File: src/rtl/pe_array_feeder.sv
// Sequences chunked activation/weight streams into a PE array and returns one partial sum per job.
// Optional macro FEEDER_STALL_CNT_EN adds o_Stall_Cnt, a saturating count of STREAM bubble cycles.
`ifndef BITS_ACT
`define BITS_ACT 8
`endif
`ifndef BITS_WEIGHT
`define BITS_WEIGHT 8
`endif
`ifndef PE_ROW
`define PE_ROW 4
`endif
`ifndef N_BIAS
`define N_BIAS 16
`endif
`ifndef BITS_PSUM
`define BITS_PSUM 32
`endif

module pe_array_feeder #(
    parameter int unsigned PIPE_LAT = 3
) (
    input  logic                                  CLK,
    input  logic                                  RST,
    input  logic                                  i_Start,
    input  logic [7:0]                            i_Num_Chunk,
    input  logic [3:0]                            i_Precision,
    input  logic [`N_BIAS-1:0]                    i_Bias,
    input  logic                                  i_Data_vld,
    output logic                                  o_Data_rdy,
    input  logic [`BITS_ACT*`PE_ROW-1:0]          i_Act_Data,
    input  logic [`BITS_WEIGHT*`PE_ROW-1:0]       i_Weight_Data,
    output logic [`BITS_ACT*`PE_ROW-1:0]          o_Act,
    output logic [`BITS_WEIGHT*`PE_ROW-1:0]       o_Weight,
    output logic [3:0]                            o_Precision,
    output logic [`N_BIAS-1:0]                    o_Bias,
    output logic                                  o_Sel_Bias,
    output logic                                  o_Flush,
    output logic                                  o_core_vld,
    input  logic signed [`BITS_PSUM-1:0]          i_Psum,
    input  logic                                  i_Done,
    output logic signed [`BITS_PSUM-1:0]          o_Result,
    output logic                                  o_Result_vld,
    input  logic                                  i_Result_rdy,
    output logic                                  o_Busy
`ifdef FEEDER_STALL_CNT_EN
    ,
    output logic [15:0]                           o_Stall_Cnt
`endif
);

    localparam int unsigned CHUNK_W = 8;
    localparam int unsigned DRAIN_W = 4;

    typedef enum logic [1:0] {
        S_IDLE   = 2'd0,
        S_STREAM = 2'd1,
        S_DRAIN  = 2'd2,
        S_HOLD   = 2'd3
    } state_t;

    state_t               r_state;
    logic [CHUNK_W-1:0]   r_chunk_left;
    logic [DRAIN_W-1:0]   r_drain_cnt;
    logic                 r_first;

    // Array completion is not needed: result timing comes from the fixed pipeline latency.
    logic w_unused_done;
    assign w_unused_done = i_Done;

    always_ff @(posedge CLK) begin
        if (!RST) begin
            r_state      <= S_IDLE;
            r_chunk_left <= '0;
            r_drain_cnt  <= '0;
            r_first      <= 1'b0;
            o_Data_rdy   <= 1'b0;
            o_Act        <= '0;
            o_Weight     <= '0;
            o_Precision  <= 4'b0000;
            o_Bias       <= '0;
            o_Sel_Bias   <= 1'b0;
            o_Flush      <= 1'b0;
            o_core_vld   <= 1'b0;
            o_Result     <= '0;
            o_Result_vld <= 1'b0;
            o_Busy       <= 1'b0;
`ifdef FEEDER_STALL_CNT_EN
            o_Stall_Cnt  <= 16'd0;
`endif
        end else begin
            // Array-side strobes and data are zero unless a chunk moves this cycle.
            o_core_vld <= 1'b0;
            o_Sel_Bias <= 1'b0;
            o_Act      <= '0;
            o_Weight   <= '0;
            o_Flush    <= 1'b0;

            case (r_state)
                S_IDLE: begin
                    if (i_Start) begin
                        r_state      <= S_STREAM;
                        r_chunk_left <= (i_Num_Chunk == CHUNK_W'(0)) ? CHUNK_W'(1) : i_Num_Chunk;
                        r_first      <= 1'b1;
                        o_Precision  <= i_Precision;
                        o_Bias       <= i_Bias;
                        o_Data_rdy   <= 1'b1;
                        o_Busy       <= 1'b1;
`ifdef FEEDER_STALL_CNT_EN
                        o_Stall_Cnt  <= 16'd0;
`endif
                    end
                end

                S_STREAM: begin
                    if (i_Data_vld) begin
                        o_Act        <= i_Act_Data;
                        o_Weight     <= i_Weight_Data;
                        o_core_vld   <= 1'b1;
                        o_Sel_Bias   <= r_first;
                        r_first      <= 1'b0;
                        r_chunk_left <= r_chunk_left - CHUNK_W'(1);
                        if (r_chunk_left == CHUNK_W'(1)) begin
                            r_state     <= S_DRAIN;
                            o_Data_rdy  <= 1'b0;
                            r_drain_cnt <= DRAIN_W'(PIPE_LAT);
                        end
                    end
`ifdef FEEDER_STALL_CNT_EN
                    else if (o_Stall_Cnt != 16'hFFFF) begin
                        o_Stall_Cnt <= o_Stall_Cnt + 16'd1;
                    end
`endif
                end

                // Capture lands PIPE_LAT edges after the last chunk was issued.
                S_DRAIN: begin
                    if (r_drain_cnt == DRAIN_W'(1)) begin
                        o_Result     <= i_Psum;
                        o_Result_vld <= 1'b1;
                        r_state      <= S_HOLD;
                    end else begin
                        r_drain_cnt <= r_drain_cnt - DRAIN_W'(1);
                    end
                end

                S_HOLD: begin
                    if (i_Result_rdy) begin
                        o_Result_vld <= 1'b0;
                        o_Flush      <= 1'b1;
                        o_Busy       <= 1'b0;
                        r_state      <= S_IDLE;
                    end
                end

                default: r_state <= S_IDLE;
            endcase
        end
    end

endmodule
File: config.mk
export PLATFORM = sky130hd
export DESIGN_NAME = pe_array_feeder
export DESIGN_NICKNAME = d
export VERILOG_FILES = /design/src/rtl/pe_array_feeder.sv
export SDC_FILE = /design/constraint.sdc
export NUM_CORES = 1
export LEC_CHECK = 0
export BUFFER_PORTS_ARGS = -buffer_cell sky130_fd_sc_hd__buf_2
export CORE_ASPECT_RATIO = 0.6
export CORE_MARGIN = 8
export CORE_UTILIZATION = 44
export DETAILED_ROUTE_END_ITERATION = 10
export PLACE_DENSITY = 0.79
export SLEW_MARGIN = 20
export SYNTH_ARGS = -nofsm -noshare
export SYNTH_HDL_FRONTEND = slang
export SYNTH_SLANG_ARGS = --single-unit
File: constraint.sdc
create_clock -name CLK -period 2.5 [get_ports CLK]
set_clock_uncertainty 0.15 [all_clocks]
set_input_delay 0.375 -clock CLK [delete_from_list [all_inputs] [get_ports CLK]]
set_output_delay 0.375 -clock CLK [all_outputs]
set_load 0.05 [all_outputs]
Yosys cells after proc, flatten, opt, wreduce, memory -nomap -nowiden

Cells that the tools add are included.

Reductions and logical operators: 17
Equal/unequal tests: 11
Mux-type cells: 26
Add/subtract/negate cells: 2

Operators with widths:

| cell                | number |
|---|---|
| $mux 8              | 3 |
| $pmux 8 s2          | 1 |
| $mux 4              | 3 |
| $ne 2x2->1 const B  | 6 |
| $reduce_and 3->1    | 4 |
| $mux 2              | 5 |
| $eq 8x1->1 const B  | 1 |
| $logic_not 8->1     | 1 |
| $mux 1              | 8 |
| $pmux 1 s2          | 4 |
| $pmux 2 s4          | 1 |
| $pmux 4 s2          | 1 |
| $reduce_and 2->1    | 4 |
| $reduce_and 4->1    | 2 |
| $reduce_bool 2->1   | 4 |
| $sub 8x1->8 const B | 1 |
| $reduce_and 5->1    | 1 |
| $eq 2x2->1 const B  | 2 |
| $eq 4x1->1 const B  | 1 |
| $sub 4x1->4 const B | 1 |
| $eq 2x1->1 const B  | 1 |
| $logic_not 2->1     | 1 |

Register bits after elaboration: 137
Word-level logic and storage cells: 71

Logic depth before layout (Yosys ltp)

Gate-level depths: netlist of the first run.

Depth in word-level cells: 4
Gate-level depth with buffers: 8

Worst setup path after synthesis of the first run

Ideal clock, no wire load.

Path type: register to register
Start: register r_state[1]
End: register o_Data_rdy
Slack: 551 ps
Arrival time: 1679 ps
Stages on the path, launching flop included: 9
Cells stage by stage: dfxtp_1 > inv_1 > ha_1 > buf_2 > nor2b_1 > or3_1 > clkbuf_1 > a211oi_1 > nor2_1

Longest elaborated chain between the ends: 3
Elaborated cells between the ends (all ways): 8
Those cells by class: eq/ne: 4; mux: 1; reduce/logical: 3

Ends and longest elaborated chain:

| what                                                             | RTL line | text |
|---|---|---|
| start, declared                                                  | 61       | `state_t r_state;` |
| start signal, assigned                                           | 72       | `r_state <= S_IDLE;` |
| start signal, assigned                                           | 101      | `r_state <= S_STREAM;` |
| start signal, assigned                                           | 123      | `r_state <= S_DRAIN;` |
| $eq 2x1->1 or $logic_not 2->1 (tied branches)                    | 98       | `case (r_state)` |
| $ne 2x2->1 (no source line) or $reduce_bool 2->1 (tied branches) | n/a      |  |
| $reduce_and 4->1 (no source line)                                | n/a      |  |
| end signal, assigned                                             | 76       | `o_Data_rdy <= 1'b0;` |
| end signal, assigned                                             | 106      | `o_Data_rdy <= 1'b1;` |
| end signal, assigned                                             | 124      | `o_Data_rdy <= 1'b0;` |
| end, declared                                                    | 29       | `output logic o_Data_rdy,` |

Several ways; a longest one is shown, not always the timed one.
A chain may end at the register's enable or synchronous reset.

Worst setup path after layout of the first run

Start: register r_state[1]
End: register r_chunk_left[1]

Longest elaborated chain between the ends: 3
Elaborated cells between the ends (all ways): 7
Those cells by class: eq/ne: 3; mux: 1; reduce/logical: 3

Ends and longest elaborated chain:

| what                                                             | RTL line | text |
|---|---|---|
| $eq 2x1->1 or $logic_not 2->1 (tied branches)                    | 98       |  |
| $ne 2x2->1 (no source line) or $reduce_bool 2->1 (tied branches) | n/a      |  |
| $reduce_and 3->1 (no source line)                                | n/a      |  |
| end signal, assigned                                             | 102      | `r_chunk_left <= (i_Num_Chunk == CHUNK_W'(0)) ? CHUNK_W'(1) : i_Num_Chunk;` |
| end signal, assigned                                             | 121      | `r_chunk_left <= r_chunk_left - CHUNK_W'(1);` |
| end, declared                                                    | 62       | `logic [CHUNK_W-1:0] r_chunk_left;` |

Several ways; a longest one is shown, not always the timed one.

==> summary.md, run 1 <==
| Metric | Value |
|---|---|
| Outcome | finished, final reports clean |
| FF+latch count, synth | 137 |
| Final hold vios | 0 |
| CTS Buf Count | 17 |
| Clk slew on worst S/H paths | around 60 ps |
| Initial antenna violation count | 0 |
| All-layer global routing usage | 20.1% |
| Slew margin rel. | a little under half |
| Syn-to-layout area delta | 44.9% |
| Commonest non-fill, non-tap cell in the layout | buf_2 |
| Mapped Area | 4730 um2 |
| RSZ-0062 raised after global routing | false |
| Post-Synthesis Net Count | 652 |
| Largest delay share family, worst path | simple AND/OR/NAND/NOR gates |
| Post-Synth XOR/XNOR Area | 0% |
| Initial Utilization | 44.9% |
| Setup violators final | 0 |
| Post-synthesis compound-gate area fraction | around 12% |
| Number of flops mapped to enable cells by yosys | 0 |
| Max frequency | 446 MHz |
| Nets | 908 |
| DR vias/cell | ~4.9 |
| Post-Syn Area per Cell | 9.20 um2 |
| Placed wire-length estimate | 11.2 mm |
| Worst slew pin tran | about 800 ps |
| Simple-gate share of the synthesized area | 23.5% |
| CP Class | flip-flop to flip-flop |
| P per Cell Area | 1060 nW/um2 |
| Final core utilization | about two thirds |
| Mux cell area share after synthesis | 0.635% |
| CP arrival | 2340 ps |
| Routed vias | between 4000 and 5000 |
| Worst EP required | 2600 ps |
| Seq/Total Area, Yosys | 58.0% |
| Residual overflow from global routing | 0 |
| DR WL/cell | ~16 um |
| Max Slew Vio Count | 0 |
| Tightest Hold Check Type | input port to flip-flop |
| Leakage power | about 0.0033 uW |
| Layout cell share with drive strength beyond 1 | 38.1% |
| Pin count of the biggest net entering global routing | 61 |
| Die H | 96.3 um |
| Minimum clock period | 2240 ps |
| DIE AREA | 14400 um2 |
| Input/output buffers | 250 |
| Critical path's most frequent cell | a211oi_1 |
| Worst Path Buf+Inv | 1 |
| Netlist cell types | 47 |
| Antenna Nets Post-Route | 0 |
| Critical path's slowest cell | or3_1 |
| Synth Area in Adders | 2.12% |
| Setup_tns | 0 ps |
| VDD IR max | 0.531 mV |
| Crit end category | flip-flop |
| CP Cell Sequence | inv_1, ha_1, nor2b_1, or3_1, a211oi_1, a211oi_1 |
| CORE AREA | 10500 um2 |
| Top-Level Pins | 252 |
| Initial DRT Pass Iterations | 4 |
| Clock latency on the worst-skew pair | around 400 ps |
| CTS max path bufs | 2 |
| Drc violations | 0 |
| Setup bufs post-CTS | 0 |
| Crit-path max FO | 11 |
| CTS sink count | between 100 and 150 |
| Post-Route WL | 15.1 mm |
| CP max stage delay | 540 ps |
| Largest family of logic cells by synthesized area | simple AND/OR/NAND/NOR gates |
| First-pass GRT wire length | roughly 23 mm |
| Main synth FF type | dfxtp_1 |
| Synth warnings | 0 |
| CTS tree | yes |
| Tcrit/Tclk final | about 90% |
| Routability cong. | about 0.85 |
| Vias in the first global route | 4613 |
| Max H-tree Level | 4 |
| DR iter-0 viols | between 150 and 200 |
| Commonest cells after routing, fill and taps aside | 250 x buf_2, 137 x dfxtp_1, 119 x nand2_1, 66 x and2_1, 63 x a21oi_1 |
| Ys async rst share | 0% |
| Root Driver | clkbuf_16 |
| Syn Inst Count | between 500 and 600 |
| Row cnt | 29 |
| CP Launch Type | flip-flop |
| # diodes | 0 |
| Die Wd | 150 um |
| Max_cap viols | 0 |
[what timing repair did]
item                      in CTS  in global routing
gates resized for setup        0                  0
hold buffers                   6                  3
hold endpoints to repair       6                  3
[state kept, by name, summed over array words and instances, names as in the netlist, 2 cells and up]
| signal | flops |
|---|---|
| o_Bias | 16 |
| o_Act | 32 |
| r_drain_cnt | 4 |
| r_state | 2 |
| o_Result | 32 |
| o_Weight | 32 |
| r_chunk_left | 8 |
| o_Precision | 4 |
[Yosys cell counts (2+ instances only)]
| cell type | number | area share, % |
|---|---|---|
| dfxtp_1 | 137 | 58 |
| nand2_1 | 119 | 9.4 |
| and2_1 | 66 | 8.7 |
| a21oi_1 | 63 | 6.7 |
| clkbuf_1 | 28 | 2.2 |
| nor2_1 | 13 | 1.0 |
| inv_1 | 11 | 0.87 |
| o21ai_0 | 9 | 0.95 |
| ha_1 | 8 | 2.1 |
| nand3_1 | 4 | 0.42 |
| a211oi_1 | 3 | 0.48 |
| a31oi_1 | 3 | 0.40 |
| mux2i_1 | 3 | 0.64 |
| nor2b_1 | 3 | 0.40 |
| nor3_1 | 3 | 0.32 |
| o211ai_1 | 3 | 0.48 |
| or3_1 | 3 | 0.40 |
| and3_1 | 2 | 0.26 |
| buf_2 | 2 | 0.21 |
| nor4_1 | 2 | 0.26 |
| o22ai_1 | 2 | 0.26 |
| or4_1 | 2 | 0.32 |
[metrics by stage]
| stage | total power [uW] | setup slack (ps) | area [um2] | cells | hold slack, ps |
|---|---|---|---|---|---|
| finish | 7270 | 257 | 6850 | 922 | 17.3 |
| global route | 7620 | 139 | 6850 | 922 | 1.82 |
| CTS | 7310 | 294 | 6820 | 919 | 0.183 |
| detailed placement | 4610 | 306 | 6120 | 881 | 294 |
| global placement | 4510 | 412 | 6120 | 881 | 288 |
| floorplan | 4040 | 551 | 4730 | 514 | 280 |
[per-layer routing]
layer / vias to the layer above / wire length [um] / GRT usage, %
met5: - / 0 / 0
met4: 0 / 150 / 6.62
met3: 15 / 1560 / 7.70
met2: 224 / 7370 / 34.6
met1: 2032 / 6040 / 22.9
li1: 2205 / - / -
[kinds of logic (layout without fill, tap and decap cells)]
| kind of cell | after synthesis | after routing |
|---|---|---|
| multiplexers | 3 | 3 |
| AO/OA/AOI/OAI | 97 | 97 |
| flip-flops | 137 | 137 |
| AND/OR/NAND/NOR | 226 | 226 |
| adder cells (fa/ha/maj) | 8 | 8 |
| buffers and inverters | 43 | 312 |
[layout make-up]
cell class | instances | area, um2
fill | 893 | 3670
sequential | 137 | 2740
timing repair buffer | 268 | 1420
multi-input combinational | 334 | 1830
clock inverter | 14 | 209
clock buffer | 18 | 429
tap | 139 | 174
inverter | 12 | 45.0
[where the power goes]
part / internal, uW / total (uW) / leakage [uW] / switching, uW
registers: 2430 / 2600 / 0.00111 / 173
logic: 648 / 2000 / 0.00189 / 1350
clock network: 1700 / 2680 / 0.000308 / 979
[final timing paths]
path	start	end	slack [ps]	cells after the start
worst max-delay path	r_state[1]$_SDFFE_PN0P_	r_chunk_left[1]$_SDFFE_PN0P_	260	6
worst min-delay path	i_Weight_Data[29]	o_Weight[29]$_SDFF_PN0_	20	2
worst max register to register	r_state[1]$_SDFFE_PN0P_	r_chunk_left[1]$_SDFFE_PN0P_	260	6
worst min register to register	o_Bias[6]$_SDFFE_PN0P_	o_Bias[6]$_SDFFE_PN0P_	300	2
Note: power is estimated with default switching activity, not from simulation.
==> run 2: changes to the inputs <==
==> constraint.sdc (replaced) <==
create_clock -name CLK -period 2.54 [get_ports CLK]
set_clock_uncertainty 0.15 [all_clocks]
set_input_delay 0.381 -clock CLK [delete_from_list [all_inputs] [get_ports CLK]]
set_output_delay 0.381 -clock CLK [all_outputs]
set_load 0.05 [all_outputs]
==> summary.md, run 2 (same netlist as run 1, synthesis figures left out) <==
| Metric | Value |
|---|---|
| P per Cell Area | 1050 nW/um2 (was 1060 nW/um2) |
| Clk slew on worst S/H paths | 60 ps (about the same) |
| Leakage power | 0.00326 uW (was 0.00331 uW) |
| Net Sw Frac | 34.6% (was 34.4%) |
| Setup_tns | 0 ps (unchanged) |
| Worst Path Buf+Inv | 1 (unchanged) |
| Initial Utilization | 44.9% (unchanged) |
| Placed insts | 881 (unchanged) |
| Max Slew Vio Count | 0 (unchanged) |
| Setup bufs post-CTS | 0 (unchanged) |
| Placed wire-length estimate | 11.1 mm (was 11.2 mm) |
| Max_cap viols | 0 (unchanged) |
| Top-Level Pins | 252 (unchanged) |
| Die Wd | 150 um (unchanged) |
| Levels on crit path | 6 (unchanged) |
| Critical path's slowest cell | or3_1 (unchanged) |
| Sw power | 2450 uW (was 2500 uW) |
| Post-Route WL | 14.6 mm (was 15.1 mm) |
| Routability cong. | 0.855 (was 0.848) |
| RSZ-0062 raised after global routing | false (unchanged) |
| Sequential share of power | 36.3% (was 35.7%) |
| Tcrit/Tclk final | 88.4% (was 89.7%) |
| Clock latency on the worst-skew pair | 400 ps (about the same) |
| Crit-path max FO | 11 (unchanged) |
| Routed vias | 4380 (was 4476) |
| CTS tree | yes (unchanged) |
| Hold depth | 2 (unchanged) |
| Clock Power Share | 36.2% (was 36.8%) |
| Row cnt | 29 (unchanged) |
| CP arrival | 2340 ps (about the same) |
| Die H | 96.3 um (unchanged) |
| CP Class | flip-flop to flip-flop (unchanged) |
| Fill cell count | 904 (was 893) |
| CP Launch Type | flip-flop (unchanged) |
| Drc violations | 0 (unchanged) |
| # diodes | 0 (unchanged) |
| Nets | 899 (was 908) |
| VDD IR max | 0.578 mV (was 0.531 mV) |
| Worst slew pin tran | 803 ps (was 805 ps) |
| Pin count of the biggest net entering global routing | 61 (unchanged) |
| CTS max path bufs | 2 (unchanged) |
| Residual overflow from global routing | 0 (unchanged) |
| Tightest Hold Check Type | input port to flip-flop (unchanged) |
| CTS Hold Bufs | 0 (was 6) |
| CORE AREA | 10500 um2 (unchanged) |
| Max frequency | 446 MHz (about the same) |
| Post-cts resize count | 0 (unchanged) |
| DR vias/cell | 4.80 (was 4.85) |
| Outcome | finished, final reports clean (unchanged) |
| Input/output buffers | 250 (unchanged) |
| Layout cell share with drive strength beyond 1 | 38.6% (was 38.1%) |
| Syn-to-layout area delta | 42.7% (was 44.9%) |
| Initial DRT Pass Iterations | 5 (was 4) |
| Slew margin rel. | 46.5% (was 46.3%) |
| Placed Area | 6120 um2 (unchanged) |
| Initial antenna violation count | 1 (was 0) |
| All-layer global routing usage | 19.3% (was 20.1%) |
| Largest delay share family, worst path | simple AND/OR/NAND/NOR gates (unchanged) |
| Setup violators final | 0 (unchanged) |
| Largest registers | o_Act (32), o_Result (32), o_Weight (32) (unchanged) |
| Final hold vios | 0 (unchanged) |
| DR iter-0 viols | 217 (was 173) |
| Commonest non-fill, non-tap cell in the layout | buf_2 (unchanged) |
| Crit end category | flip-flop (unchanged) |
| DIE AREA | 14400 um2 (unchanged) |
| DR WL/cell | 16.0 um (was 16.4 um) |
| Vias in the first global route | 4379 (was 4613) |
| Commonest cells after routing, fill and taps aside | 250 x buf_2, 137 x dfxtp_1, 119 x nand2_1, 66 x and2_1, 63 x a21oi_1 (unchanged) |
| CTS sink count | 137 (unchanged) |
| Pint | 4620 uW (was 4770 uW) |
| CP max stage delay | 540 ps (about the same) |
| Comb pwr share | 27.5% (about the same) |
| Antenna Nets Post-Route | 0 (unchanged) |
| First-pass GRT wire length | 22.0 mm (was 22.9 mm) |
| Finished Layout Cells | 913 (was 922) |
| Root Driver | clkbuf_16 (unchanged) |
| Max H-tree Level | 4 (unchanged) |
| Minimum clock period | 2240 ps (about the same) |
| R2R depth | 6 (unchanged) |
| CTS Buf Count | 17 (unchanged) |
| Final instance area | 6750 um2 (was 6850 um2) |
| CP Cell Sequence | inv_1, ha_1, nor2b_1, or3_1, o21ai_0, a21oi_1 (was inv_1, ha_1, nor2b_1, or3_1, a211oi_1, a211oi_1) |
| Worst EP required | 2640 ps (was 2600 ps) |
==> run 2: cell types whose count changed in the layout (fill, tap and decap cells not counted) <==
cell,change
bufinv_16,-1
inv_8,+1
inv_6,-2
clkbuf_1,-1
clkinvlp_4,+2
clkbuf_8,+1
dlygate4sd3_1,-9
==> run 2: power groups by stage <==
stage          clock network, uW  registers, uW  logic (uW)
2_1_floorplan                  0           3060         912
3_3_place_gp                   0           2580        1860
3_5_place_dp                   0           2600        1930
4_1_cts                     2600           2560        1940
5_1_grt                     2720           2590        2090
6_report                    2560           2560        1950
==> run 2: final cells by class <==
type                    count  area, um2  area share [%]
flip-flops and latches    137       2740            40.6
inverters                  12       45.0           0.667
multi-input cells         334       1830            27.1
well taps                 139        174            2.58
repair buffers            259       1330            19.7
clock inverters            14        188            2.78
clock buffers              18        439            6.51
==> run 2: metrics by stage <==
step                util (%)  setup slack [ps]  hold slack, ps  total power (uW)
global route            64.1               194            7.70              7400
detailed placement      58.2               341             294              4540
floorplan                  -               591             280              3980
finish                  64.1               295            30.9              7060
CTS                     64.1               341            15.1              7100
global placement        58.2               452             288              4440
==> run 2: final timing paths <==
path / from / to / slack, ps
min reg2reg: o_Bias[1]$_SDFFE_PN0P_ / o_Bias[1]$_SDFFE_PN0P_ / 300
max reg2reg: r_state[1]$_SDFFE_PN0P_ / r_chunk_left[2]$_SDFFE_PN0P_ / 300
max: r_state[1]$_SDFFE_PN0P_ / r_chunk_left[2]$_SDFFE_PN0P_ / 300
min: i_Act_Data[14] / o_Act[14]$_SDFF_PN0_ / 30
==> run 2: routing by layer <==
metal	GRT usage, %	vias up	wire length [um]
met5	0	-	12
met1	22.8	1996	5830
met3	8.83	16	1700
met2	31.6	190	6860
li1	-	2176	-
met4	5.21	2	178
==> run 3: changes to the inputs <==
--- a/config.mk
+++ b/config.mk
@@ -6,11 +6,13 @@
 export NUM_CORES = 1
 export LEC_CHECK = 0
 export BUFFER_PORTS_ARGS = -buffer_cell sky130_fd_sc_hd__buf_2
+export CELL_PAD_IN_SITES_DETAIL_PLACEMENT = 0
+export CELL_PAD_IN_SITES_GLOBAL_PLACEMENT = 1
 export CORE_ASPECT_RATIO = 0.6
 export CORE_MARGIN = 8
-export CORE_UTILIZATION = 44
+export CORE_UTILIZATION = 31
 export DETAILED_ROUTE_END_ITERATION = 10
-export PLACE_DENSITY = 0.79
+export PLACE_DENSITY_LB_ADDON = 0.1
 export SLEW_MARGIN = 20
 export SYNTH_ARGS = -nofsm -noshare
 export SYNTH_HDL_FRONTEND = slang
==> summary.md, run 3 (same netlist as run 1, synthesis figures left out) <==
| Metric | Value |
|---|---|
| Crit-path max FO | 11 (unchanged) |
| Input/output buffers | 250 (unchanged) |
| Critical path's most frequent cell | a211oi_1 |
| Minimum clock period | 2240 ps (about the same) |
| CP Class | flip-flop to flip-flop (unchanged) |
| Worst slew pin tran | 683 ps (was 803 ps) |
| Root Driver | clkbuf_16 (unchanged) |
| CP Launch Type | flip-flop (unchanged) |
| Max frequency | 447 MHz (was 446 MHz) |
| Largest registers | o_Act (32), o_Result (32), o_Weight (32) (unchanged) |
| Clk slew on worst S/H paths | 70 ps (was 60 ps) |
| Setup violators final | 0 (unchanged) |
| Critical path's slowest cell | or3_1 (unchanged) |
| DIE AREA | 19600 um2 (was 14400 um2) |
| Reg2reg start | r_state[1]$_SDFFE_PN0P_ (unchanged) |
| Top-Level Pins | 252 (unchanged) |
| Leakage power | 0.00327 uW (was 0.00326 uW) |
| Slew margin rel. | 54.4% (was 46.5%) |
| Max_cap viols | 0 (unchanged) |
| All-layer global routing usage | 15.3% (was 19.3%) |
| Vias in the first global route | 4372 (was 4379) |
| CTS sink count | 137 (unchanged) |
| Worst EP required | 2640 ps (about the same) |
| Commonest non-fill, non-tap cell in the layout | buf_2 (unchanged) |
| Die Wd | 175 um (was 150 um) |
| DR vias/cell | 4.36 (was 4.80) |
| # diodes | 0 (unchanged) |
| Initial antenna violation count | 2 (was 1) |
| Setup crit start | r_state[1]$_SDFFE_PN0P_ (unchanged) |
| First-pass GRT wire length | 23.9 mm (was 22.0 mm) |
| R2R Path End | r_chunk_left[1]$_SDFFE_PN0P_ (was r_chunk_left[2]$_SDFFE_PN0P_) |
| CORE AREA | 15200 um2 (was 10500 um2) |
| Reg2reg setup slack | 300 ps (about the same) |
| Initial DRT Pass Iterations | 4 (was 5) |
| CTS max path bufs | 2 (unchanged) |
| RSZ-0062 raised after global routing | false (unchanged) |
| Nets | 908 (was 899) |
| Commonest cells after routing, fill and taps aside | 250 x buf_2, 137 x dfxtp_1, 119 x nand2_1, 66 x and2_1, 63 x a21oi_1 (unchanged) |
| DR iter-0 viols | 157 (was 217) |
| Tcrit/Tclk final | 88.1% (was 88.4%) |
| Post-Route WL | 15.2 mm (was 14.6 mm) |
| Layout cell share with drive strength beyond 1 | 38.3% (was 38.6%) |
| CTS Buf Count | 17 (unchanged) |
| DR WL/cell | 15.4 um (was 16.0 um) |
| CTS tree | yes (unchanged) |
| CP arrival | 2340 ps (about the same) |
| Syn-to-layout area delta | 45.1% (was 42.7%) |
| Routability cong. | 0.824 (was 0.855) |
| Setup crit end | r_chunk_left[1]$_SDFFE_PN0P_ (was r_chunk_left[2]$_SDFFE_PN0P_) |
| Clock latency on the worst-skew pair | 400 ps (about the same) |
| Setup_tns | 0 ps (unchanged) |
| Residual overflow from global routing | 0 (unchanged) |
| CP max stage delay | 570 ps (was 540 ps) |
| CP Cell Sequence | inv_1, ha_1, nor2b_1, or3_1, a211oi_1, a211oi_1 (was inv_1, ha_1, nor2b_1, or3_1, o21ai_0, a21oi_1) |
| Die H | 112 um (was 96.3 um) |
| P per Cell Area | 1010 nW/um2 (was 1050 nW/um2) |
| Crit end category | flip-flop (unchanged) |
| Routed vias | 4303 (was 4380) |
| Placed insts | 947 (was 881) |
| Initial Utilization | 31.2% (was 44.9%) |
| Outcome | finished, final reports clean (unchanged) |
| Antenna Nets Post-Route | 0 (unchanged) |
| Tightest Hold Check Type | input port to flip-flop (unchanged) |
| Row cnt | 35 (was 29) |
| Max Slew Vio Count | 0 (unchanged) |
| VDD IR max | 0.353 mV (was 0.578 mV) |
| Final hold vios | 0 (unchanged) |
| Setup bufs post-CTS | 0 (unchanged) |
| Drc violations | 0 (unchanged) |
| Pin count of the biggest net entering global routing | 67 (was 61) |
| Max H-tree Level | 4 (unchanged) |
| R2R depth | 6 (unchanged) |
| Placed wire-length estimate | 11.5 mm (was 11.1 mm) |
| Finished Layout Cells | 986 (was 913) |
-- run 3: layer usage --
metal,up-vias,global-route usage (%),wire [um]
met3,15,7.16,1610
li1,2199,-,-
met2,173,23.9,6750
met5,-,0,22
met1,1912,18.5,6710
met4,4,4.22,129
-- run 3: area by class of cell --
class | count | area, um2
tap | 203 | 254
multi-input combinational | 334 | 1830
fill | 1533 | 8290
clock inverter | 13 | 130
clock buffer | 19 | 443
inverter | 12 | 45.0
sequential | 137 | 2740
timing repair buffer | 268 | 1420
-- run 3: stage by stage --
| step | utilization (%) | total power (uW) | cell area [um2] | setup WS [ps] | hold slack, ps |
|---|---|---|---|---|---|
| floorplan | - | 3980 | 4730 | 591 | 280 |
| global placement | 41.0 | 4510 | 6220 | 405 | 289 |
| detailed placement | 41.0 | 4550 | 6220 | 331 | 295 |
| CTS | 45.3 | 7000 | 6860 | 315 | 0.236 |
| global route | 45.3 | 7280 | 6860 | 168 | 4.08 |
| finish | 45.3 | 6900 | 6860 | 303 | 19.0 |
-- run 3: worst min path at each step --
stage                                            from                          end  slack, ps  cells past startpoint
final                                   i_Act_Data[9]          o_Act[9]$_SDFF_PN0_         20                      2
after floorplan                  r_first$_SDFFE_PN0P_        o_Sel_Bias$_SDFF_PN0_        280                      1
after CTS                               i_Act_Data[9]          o_Act[9]$_SDFF_PN0_        0.2                      2
after global routing                i_Weight_Data[17]      o_Weight[17]$_SDFF_PN0_          4                      2
after global placement    o_Precision[3]$_SDFFE_PN0P_  o_Precision[3]$_SDFFE_PN0P_        290                      2
after detailed placement  o_Precision[3]$_SDFFE_PN0P_  o_Precision[3]$_SDFFE_PN0P_        300                      2
-- run 3: timing repair --
action	in CTS	in global routing
endpoints found under the hold margin	7	0
hold buffers	7	0
resized for setup	0	0
-- run 3: worst max-delay path: cells and delay by family, from the launching register on --
family / cells / cell delay [ps]
AND/OR/NAND/NOR: 2 / 780
adder cells (fa/ha/maj): 1 / 320
flip-flops: 1 / 380
buffers and inverters: 1 / 80
AO/OA/AOI/OAI: 2 / 390
-- run 3: where the power goes --
group          total, uW  internal (uW)  switching, uW
Clock               2400           1400           1000
Sequential          2550           2390            165
Combinational       1950            640           1310
